$ cat src/rtl/sysid_access_controller_if.sv
// Host-side Avalon-MM read port of the system-ID access controller.
interface sysid_access_controller_if;
  logic        host_read;
  logic        host_address;
  logic        host_waitrequest;
  logic [31:0] host_readdata;
  logic        host_readdatavalid;

  modport master (
    output host_read,
    output host_address,
    input  host_waitrequest,
    input  host_readdata,
    input  host_readdatavalid
  );

  modport slave (
    input  host_read,
    input  host_address,
    output host_waitrequest,
    output host_readdata,
    output host_readdatavalid
  );
endinterface

$ cat src/rtl/sysid_access_controller.sv
// Shares the sysid slave between host reads (fixed latency 2, waitrequest until granted) and an ID/TS
// integrity checker, round-robin. SYSID_PERIODIC_CHECK_EN adds automatic rechecks every RECHECK_PERIOD.
module sysid_access_controller #(
  parameter logic [31:0] EXPECTED_ID    = 32'd0,
  parameter logic [31:0] EXPECTED_TS    = 32'd1453761516,
  parameter logic [15:0] RECHECK_PERIOD = 16'd1000
) (
  input  logic                            clock,
  input  logic                            reset,
  sysid_access_controller_if.slave        host,
  output logic                            sysid_address,
  input  logic [31:0]                     sysid_readdata,
  input  logic                            start_check,
  output logic                            check_busy,
  output logic                            check_done,
  output logic                            id_ok,
  output logic                            ts_ok
);

  typedef enum logic [1:0] {
    S_IDLE,
    S_HOST,
    S_CHK_ID,
    S_CHK_TS
  } state_t;

  typedef enum logic {
    G_HOST,
    G_CHK
  } grant_t;

  state_t state;
  state_t state_next;
  grant_t last_grant;

  logic chk_pend;
  logic ts_pend;
  logic id_match;
  logic chk_req;
  logic grant_host;
  logic grant_chk;
  logic periodic_fire;

  assign chk_req = chk_pend | ts_pend;

  always_comb begin
    state_next = state;
    grant_host = 1'b0;
    grant_chk  = 1'b0;
    case (state)
      S_IDLE: begin
        if (host.host_read && chk_req) begin
          if (last_grant == G_HOST) grant_chk  = 1'b1;
          else                      grant_host = 1'b1;
        end else if (host.host_read) begin
          grant_host = 1'b1;
        end else if (chk_req) begin
          grant_chk = 1'b1;
        end
        if (grant_host)     state_next = S_HOST;
        else if (grant_chk) state_next = ts_pend ? S_CHK_TS : S_CHK_ID;
      end
      S_HOST, S_CHK_ID, S_CHK_TS: state_next = S_IDLE;
      default: state_next = S_IDLE;
    endcase
  end

  // Acceptance is combinational in IDLE; reset forces the handshake back to "not accepted".
  assign host.host_waitrequest = reset | ~grant_host;

  always_ff @(posedge clock or posedge reset) begin
    if (reset) begin
      state         <= S_IDLE;
      last_grant    <= G_HOST;
      sysid_address <= 1'b0;
    end else begin
      state <= state_next;
      if (grant_host) begin
        last_grant    <= G_HOST;
        sysid_address <= host.host_address;
      end else if (grant_chk) begin
        last_grant    <= G_CHK;
        sysid_address <= ts_pend;
      end
    end
  end

  // Checker bookkeeping: a grant that starts a sequence absorbs any same-cycle start request.
  always_ff @(posedge clock or posedge reset) begin
    if (reset) begin
      chk_pend   <= 1'b1;
      ts_pend    <= 1'b0;
      check_busy <= 1'b0;
      id_match   <= 1'b0;
    end else begin
      if (grant_chk && !ts_pend)
        chk_pend <= 1'b0;
      else if ((start_check && !check_busy) || periodic_fire)
        chk_pend <= 1'b1;

      if (state == S_CHK_ID) begin
        ts_pend  <= 1'b1;
        id_match <= (sysid_readdata == EXPECTED_ID);
      end else if (grant_chk && ts_pend) begin
        ts_pend <= 1'b0;
      end

      if (grant_chk && !ts_pend)
        check_busy <= 1'b1;
      else if (state == S_CHK_TS)
        check_busy <= 1'b0;
    end
  end

  always_ff @(posedge clock or posedge reset) begin
    if (reset) begin
      host.host_readdata      <= 32'd0;
      host.host_readdatavalid <= 1'b0;
      check_done              <= 1'b0;
      id_ok                   <= 1'b0;
      ts_ok                   <= 1'b0;
    end else begin
      host.host_readdatavalid <= (state == S_HOST);
      if (state == S_HOST)
        host.host_readdata <= sysid_readdata;
      check_done <= (state == S_CHK_TS);
      if (state == S_CHK_TS) begin
        id_ok <= id_match;
        ts_ok <= (sysid_readdata == EXPECTED_TS);
      end
    end
  end

`ifdef SYSID_PERIODIC_CHECK_EN
  logic [15:0] recheck_cnt;
  logic        recheck_armed;

  // The armed flag makes the zero count fire once per completed check; a busy checker defers it.
  assign periodic_fire = recheck_armed && (recheck_cnt == 16'd0) && !check_busy && !check_done;

  always_ff @(posedge clock or posedge reset) begin
    if (reset) begin
      recheck_cnt   <= 16'd0;
      recheck_armed <= 1'b0;
    end else if (check_done) begin
      recheck_cnt   <= RECHECK_PERIOD;
      recheck_armed <= (RECHECK_PERIOD != 16'd0);
    end else begin
      if (recheck_cnt != 16'd0)
        recheck_cnt <= recheck_cnt - 16'd1;
      if (periodic_fire)
        recheck_armed <= 1'b0;
    end
  end
`else
  logic unused_recheck_period;
  assign unused_recheck_period = ^RECHECK_PERIOD;
  assign periodic_fire         = 1'b0;
`endif

endmodule

$ cat src/flat_wrapper.sv
// flat-port wrapper written by rule: the top's interface ports become plain ports
module sysid_access_controller_flat 
#(
  parameter logic [31:0] EXPECTED_ID    = 32'd0,
  parameter logic [31:0] EXPECTED_TS    = 32'd1453761516,
  parameter logic [15:0] RECHECK_PERIOD = 16'd1000
)
  (clock, reset, sysid_address, sysid_readdata, start_check, check_busy, check_done, id_ok, ts_ok, host_host_read, host_host_address, host_host_waitrequest, host_host_readdata, host_host_readdatavalid);
  sysid_access_controller_if host_i ();
  input  logic clock;
  input  logic reset;
  output logic sysid_address;
  input  logic [31:0] sysid_readdata;
  input  logic start_check;
  output logic check_busy;
  output logic check_done;
  output logic id_ok;
  output logic ts_ok;
  input wire logic [$bits(host_i.host_read)-1:0] host_host_read;
  input wire logic [$bits(host_i.host_address)-1:0] host_host_address;
  output wire logic [$bits(host_i.host_waitrequest)-1:0] host_host_waitrequest;
  output wire logic [$bits(host_i.host_readdata)-1:0] host_host_readdata;
  output wire logic [$bits(host_i.host_readdatavalid)-1:0] host_host_readdatavalid;
  assign host_i.host_read = host_host_read;
  assign host_i.host_address = host_host_address;
  assign host_host_waitrequest = host_i.host_waitrequest;
  assign host_host_readdata = host_i.host_readdata;
  assign host_host_readdatavalid = host_i.host_readdatavalid;
  sysid_access_controller #(.EXPECTED_ID(EXPECTED_ID), .EXPECTED_TS(EXPECTED_TS), .RECHECK_PERIOD(RECHECK_PERIOD)) u_core (.clock(clock), .reset(reset), .host(host_i), .sysid_address(sysid_address), .sysid_readdata(sysid_readdata), .start_check(start_check), .check_busy(check_busy), .check_done(check_done), .id_ok(id_ok), .ts_ok(ts_ok));
endmodule
$ cat config.mk
export PLATFORM = sky130hd
export DESIGN_NAME = sysid_access_controller_flat
export DESIGN_NICKNAME = d
export VERILOG_FILES = /design/src/rtl/sysid_access_controller_if.sv /design/src/rtl/sysid_access_controller.sv /design/src/flat_wrapper.sv
export SDC_FILE = /design/constraint.sdc
export NUM_CORES = 1
export LEC_CHECK = 0
export BUFFER_PORTS_ARGS = -buffer_cell sky130_fd_sc_hd__buf_2
export CAP_MARGIN = 20
export CORE_MARGIN = 2
export CORE_UTILIZATION = 35
export CTS_CLUSTER_SIZE = 28
export DETAILED_ROUTE_END_ITERATION = 8
export SLEW_MARGIN = 20
export SYNTH_ARGS = -nofsm -noshare
export SYNTH_HDL_FRONTEND = slang
export SYNTH_SLANG_ARGS = --single-unit
$ cat constraint.sdc
create_clock -name clock -period 1.7 [get_ports clock]
set_input_delay 0.085 -clock clock [delete_from_list [all_inputs] [get_ports clock]]
set_output_delay 0.085 -clock clock [all_outputs]
set_load 0.005 [all_outputs]
Word-level counts from Yosys, hierarchy flattened
Index checks and enable logic that the tools add are counted.
- memories: 0
- latch bits: 0
- bits in writable memories: 0
- register bits: 44
- input port bits: 37
- memory bits (read-only): 0
- equal/unequal tests: 5
- $mul: 0
- reductions and logical operators: 13
- shift operators: 0
- add/sub/neg operators: 0
- muxes and demuxes: 25
- bitwise operators: 3
- divide/modulo/power cells: 0
- $lt $le $gt $ge: 0
- operators with widths (operator ; count):
    32-bit by 31-bit equality test with 1-bit output, second input constant ; 1
    32-bit zero test ; 1
    1-bit 2-to-1 mux ; 22
    2-bit nonzero test ; 4
    2-bit equality test, second input constant ; 2
    1-bit logical AND ; 4
    2-bit 2-to-1 mux ; 2
    2-bit one-hot mux with 2 select lines ; 1
    3-bit by 1-bit != test with 1-bit output, second input constant ; 1
    3-bit OR reduction ; 1
    2-bit by 1-bit equality test with 1-bit output, second input constant ; 1
    1-bit zero test ; 2
    2-bit zero test ; 1
    1-bit OR ; 2
    1-bit inverter ; 1

Longest topological paths before layout
- depth after elaboration: 9
- mapped depth: 4
- gate-level depth less buffers: 4

Least setup slack after synthesis
Ideal clock, no wire load.
- path kind: register -> register
- start: register u_core.state[1]
- end: register u_core.host.host_readdata[18]
- data required time: 1.575 ns
- path slack: 0.436 ns
- cell stages (with the launch flop): 5
- arrival: 1.140 ns
- buffers on the path: 2
- cell sequence: dfrtp_1 > nor2b_1 > buf_2 > buf_4 > mux2_2
- cells in the longest elaborated chain, start to end: 1
- ends and longest elaborated chain (element ; line ; text):
    from (decl) ; sysid_access_controller.sv:32 ; state_t state;
    from (signal assigned) ; sysid_access_controller.sv:77 ; state <= state_next;
    2-bit by 1-bit equality test with 1-bit output ; sysid_access_controller.sv:124 ; if (state == S_HOST)
    to (signal assigned) ; sysid_access_controller.sv:125 ; host.host_readdata <= sysid_readdata;
    to (decl) ; sysid_access_controller_if.sv:21 ; output host_readdata,
No other way between the ends.
A chain may end at the register's enable or synchronous reset.

Worst setup path after layout
- start: register u_core.chk_pend
- end: output host_host_waitrequest
- cells in the longest elaborated chain, start to end: 7
- ends and longest elaborated chain (element ; line ; text):
    from (decl) ; sysid_access_controller.sv:36 ; logic chk_pend;
    from (signal assigned) ; sysid_access_controller.sv:91 ; chk_pend <= 1'b1;
    from (signal assigned) ; sysid_access_controller.sv:97 ; chk_pend <= 1'b0;
    from (signal assigned) ; sysid_access_controller.sv:99 ; chk_pend <= 1'b1;
    1-bit OR ; sysid_access_controller.sv:44 ; assign chk_req = chk_pend | ts_pend;
    1-bit logical AND ; sysid_access_controller.sv:52 ; if (host.host_read && chk_req) begin
    1-bit 2-to-1 mux ; sysid_access_controller.sv:52 ;
    1-bit 2-to-1 mux (2 in series) ; sysid_access_controller.sv:50 ; case (state)
    1-bit inverter ; sysid_access_controller.sv:69 ; assign host.host_waitrequest = reset | ~grant_host;
    1-bit OR ; sysid_access_controller.sv:69 ;
    to (decl) ; flat_wrapper.sv:21 ; output wire logic [$bits(host_i.host_waitrequest)-1:0] host_host_waitrequest;
No other way between the ends. The select of a mux whose other input is x is not followed.

==> flow_metrics.py <==
metrics = {
    "outcome": {
        "status": "complete, no violations",
    },
    "place": {
        "port_buffers": 75,
        "place_hpwl_um": 2967,
        "place_congestion": 0.7023,
        "place_inst": 265,
        "place_area_um2": 2226,
    },
    "floorplanning": {
        "core.rowCount": 25,
        "die_area_um2": 5602,
        "die_h_um": 74.85,
        "die_w_um": 74.85,
        "io_pins": 76,
        "start_util": 0.3671,
        "core_um2": 4786,
    },
    "worst_setup_path": {
        "r2r_start": "u_core.state[0]$_DFFE_PP0P_",
        "crit_path_cell_trace": "nor2_1 -> o211ai_1 -> nand2b_1 -> buf_2",
        "rrSetupSlack_ns": 0.38,
        "worst_setup_path_start_kind": "flip-flop",
        "crit_arrival_ns": 1.41,
        "r2r_end": "u_core.check_busy$_DFFE_PP0P_",
        "slowest_delay_ns": 0.54,
        "critical_path.slowest_cell": "dfstp_2",
        "r2r_cells": 3,
        "end_kind": "primary output",
        "crit_fanout": 4,
        "cp_top_family": "flip-flops",
        "criticalPathCategory": "flip-flop to primary output",
        "critPathBufInv": 1,
        "crit_required_ns": 1.62,
    },
    "cells_and_area": {
        "syn2layout_area_growth_pct": 34.62,
        "final_layout_size_suffix_gt1_frac": 0.5874,
        "stdcell_count": 273,
        "nets": 243,
        "diodes": 0,
        "postLayoutCellArea_um2": 2365,
    },
    "grt": {
        "grt_pass1_vias": 1291,
        "grt-ovfl-total": 0,
        "antenna_found_initial": 0,
        "grt_use_total": 0.1471,
        "grt_max_degree": 35,
        "grt_pass1_wl_um": 6161,
    },
    "logic_synthesis": {
        "yosysTopAreaCell": "dfrtp_1",
        "netlist_top_cells_area": "dfrtp_1 61%, mux2_2 20%, nand4_1 2.1%",
        "synthCells": 124,
        "syn_area_per_cell_um2": 14.17,
        "synth_area_um2": 1757,
        "syn_nets": 161,
        "ys_ff_latch": 44,
        "synth_top_area_frac": 0.6125,
        "synth_cell_type_count": 27,
        "synth-seq-area-share": 0.6275,
        "ys.warnings.count": 0,
    },
    "min_path": {
        "whs_path_depth": 2,
        "worst_hold_startpoint": "host_host_address",
        "hold_class": "input port to flip-flop",
        "hold_path_end": "u_core.sysid_address$_DFFE_PP0P_",
    },
    "drt": {
        "wl_per_cell_um": 14.07,
        "wirelength_um": 3840,
        "firstDrtPassIters": 4,
        "ant_nets": 0,
        "viasPerCell": 4.780,
        "vias": 1305,
        "drtIter0Drc": 76,
        "route.detailed.drc": 0,
    },
    "cts": {
        "cts_tree": "built",
        "clkLatencyLatePin_ns": 0.29,
        "cts_root_buffer": "clkbuf_8",
        "numCtsBuffers": 5,
        "cts_resized": 0,
        "numClockSinks": 44,
        "cts_hold_buf": 1,
        "cts_htree_levels": 2,
        "clk_pin_slew_ns": 0.07,
        "cts_setup_buffers": 0,
        "cts_buffer_depth": 2,
    },
    "power_and_ir_drop": {
        "p_clk_frac": 0.215,
        "swShare": 0.2839,
        "intPower_w": 0.003030,
        "power_density_nw_per_um2": 1789,
        "p_sw_w": 0.001201,
        "power.leakage_nw": 1.123,
        "sequentialPowerShare": 0.426,
        "finalPower_w": 0.004232,
        "combPwrFrac": 0.359,
        "ir_drop_mv": 0.7737,
    },
    "sta": {
        "hold_viol": 0,
        "fin_skew_ns": 0.004909,
        "layout_min_cycle_time_ns": 1.499,
        "slew_violations": 0,
        "setup_viol": 0,
        "max_freq_ghz": 0.6669,
        "max_slew_margin": 0.7001,
        "hold_ws_ns": 0.02475,
        "setup-tns-final_ns": 0,
        "period_share": 0.8820,
        "worst_pin_slew_ns": 0.4472,
        "rsz0062_at_grt": "false",
    },
    "run": {
        "maxCapViolations": 0,
    },
}
[through the flow]
step                        util  setup slack (ns)
after floorplan                -            0.4356
after global placement    0.4651            0.4071
after detailed placement  0.4651            0.3907
after CTS                 0.4941            0.1685
after global routing      0.4941            0.1089
final                     0.4941            0.2005
[sequential cells by signal (all words and copies together), names as in the netlist]
register,count
u_core.host.host_readdata,32
u_core.state,2
u_core.check_busy,1
u_core.check_done,1
u_core.chk_pend,1
u_core.host.host_readdatavalid,1
u_core.id_match,1
u_core.id_ok,1
u_core.last_grant,1
u_core.sysid_address,1
u_core.ts_ok,1
u_core.ts_pend,1
[cell families after synthesis]
logic type             Yosys count  synth area share
AND/OR/NAND/NOR                 28           0.09402
flip-flops                      44            0.6275
buffers and inverters            8           0.02421
AO/OA/AOI/OAI                   11           0.04274
multiplexers                    33            0.2115
[routing by layer]
| layer | vias to the layer above | part of all wire | global-route usage |
|---|---|---|---|
| li1 | 615 | - | - |
| met1 | 644 | 0.47 | 0.2076 |
| met2 | 42 | 0.46 | 0.2193 |
| met3 | 4 | 0.059 | 0.04284 |
| met4 | 0 | 0.011 | 0.04762 |
| met5 | - | 0 | 0 |
[how the worst max path moves through the flow]
| stage | endpoint | cells past startpoint | slack (ns) | from |
|---|---|---|---|---|
| after CTS | host_host_waitrequest | 4 | 0.17 | u_core.chk_pend$_DFFE_PP1P_ |
| after global placement | u_core.host.host_readdata[19]$_DFFE_PP0P_ | 3 | 0.41 | u_core.state[0]$_DFFE_PP0P_ |
| after detailed placement | u_core.host.host_readdata[30]$_DFFE_PP0P_ | 3 | 0.39 | u_core.state[0]$_DFFE_PP0P_ |
| final | host_host_waitrequest | 4 | 0.20 | u_core.chk_pend$_DFFE_PP1P_ |
| after floorplan | u_core.host.host_readdata[18]$_DFFE_PP0P_ | 4 | 0.44 | u_core.state[1]$_DFFE_PP0P_ |
| after global routing | host_host_waitrequest | 4 | 0.11 | u_core.chk_pend$_DFFE_PP1P_ |
[layout by cell type (no fill, tap or decap), drive strengths merged]
master,synthesis,layout
clkbuf,0,5
nor2b,1,1
nor4,7,7
nand2b,2,2
a211oi,1,1
o31ai,1,1
dfstp,1,1
bufinv,0,2
inv,4,4
a22o,1,1
and2b,1,1
nor3,2,2
o21a,1,1
mux2,33,33
a21oi,2,2
o211ai,1,1
a21boi,1,1
nand2,6,6
o22a,1,1
nand4,6,6
o21ai,2,2
buf,4,78
dlygate4sd3,0,1
or4,1,1
dfrtp,43,43
nor2,2,2
[worst register-to-register path, delay by kind of cell, from the launching register on]
family	cells	cell delay [ns]
simple gates	1	0.26
compound gates	2	0.58
flops	1	0.42
[power groups by stage]
stage | sequential (W) | combinational (W) | clock (W)
finish | 0.00180 | 0.00152 | 0.000909
global route | 0.00188 | 0.00169 | 0.000974
CTS | 0.00181 | 0.00155 | 0.000943
detailed placement | 0.00183 | 0.00155 | 0
global placement | 0.00182 | 0.00152 | 0
floorplan | 0.00185 | 0.000848 | 0
[Yosys cell counts]
cell type  count
and2b_1        1
inv_1          4
a21oi_1        2
buf_2          1
nor3_1         2
a211oi_1       1
mux2_2        31
o31ai_1        1
dfrtp_1       43
a21boi_0       1
nor2b_1        1
nand2b_1       2
dfstp_2        1
o21a_1         1
nand4_1        6
nor4_1         6
o22a_1         1
nand2_1        6
a22o_1         1
nor4_2         1
o21ai_0        1
buf_4          3
o21ai_1        1
nor2_1         2
mux2_1         2
or4_4          1
o211ai_1       1
[area by class of cell]
cell class / count / area [µm²]
fillers: 456 / 2421
flip-flops and latches: 44 / 1102
multi-input cells: 72 / 614.3
repair buffers: 79 / 420.4
well taps: 67 / 83.83
clock buffers: 5 / 68.82
clock inverters: 2 / 60.06
inverters: 4 / 15.01
Power figures use the tool's default switching activity.
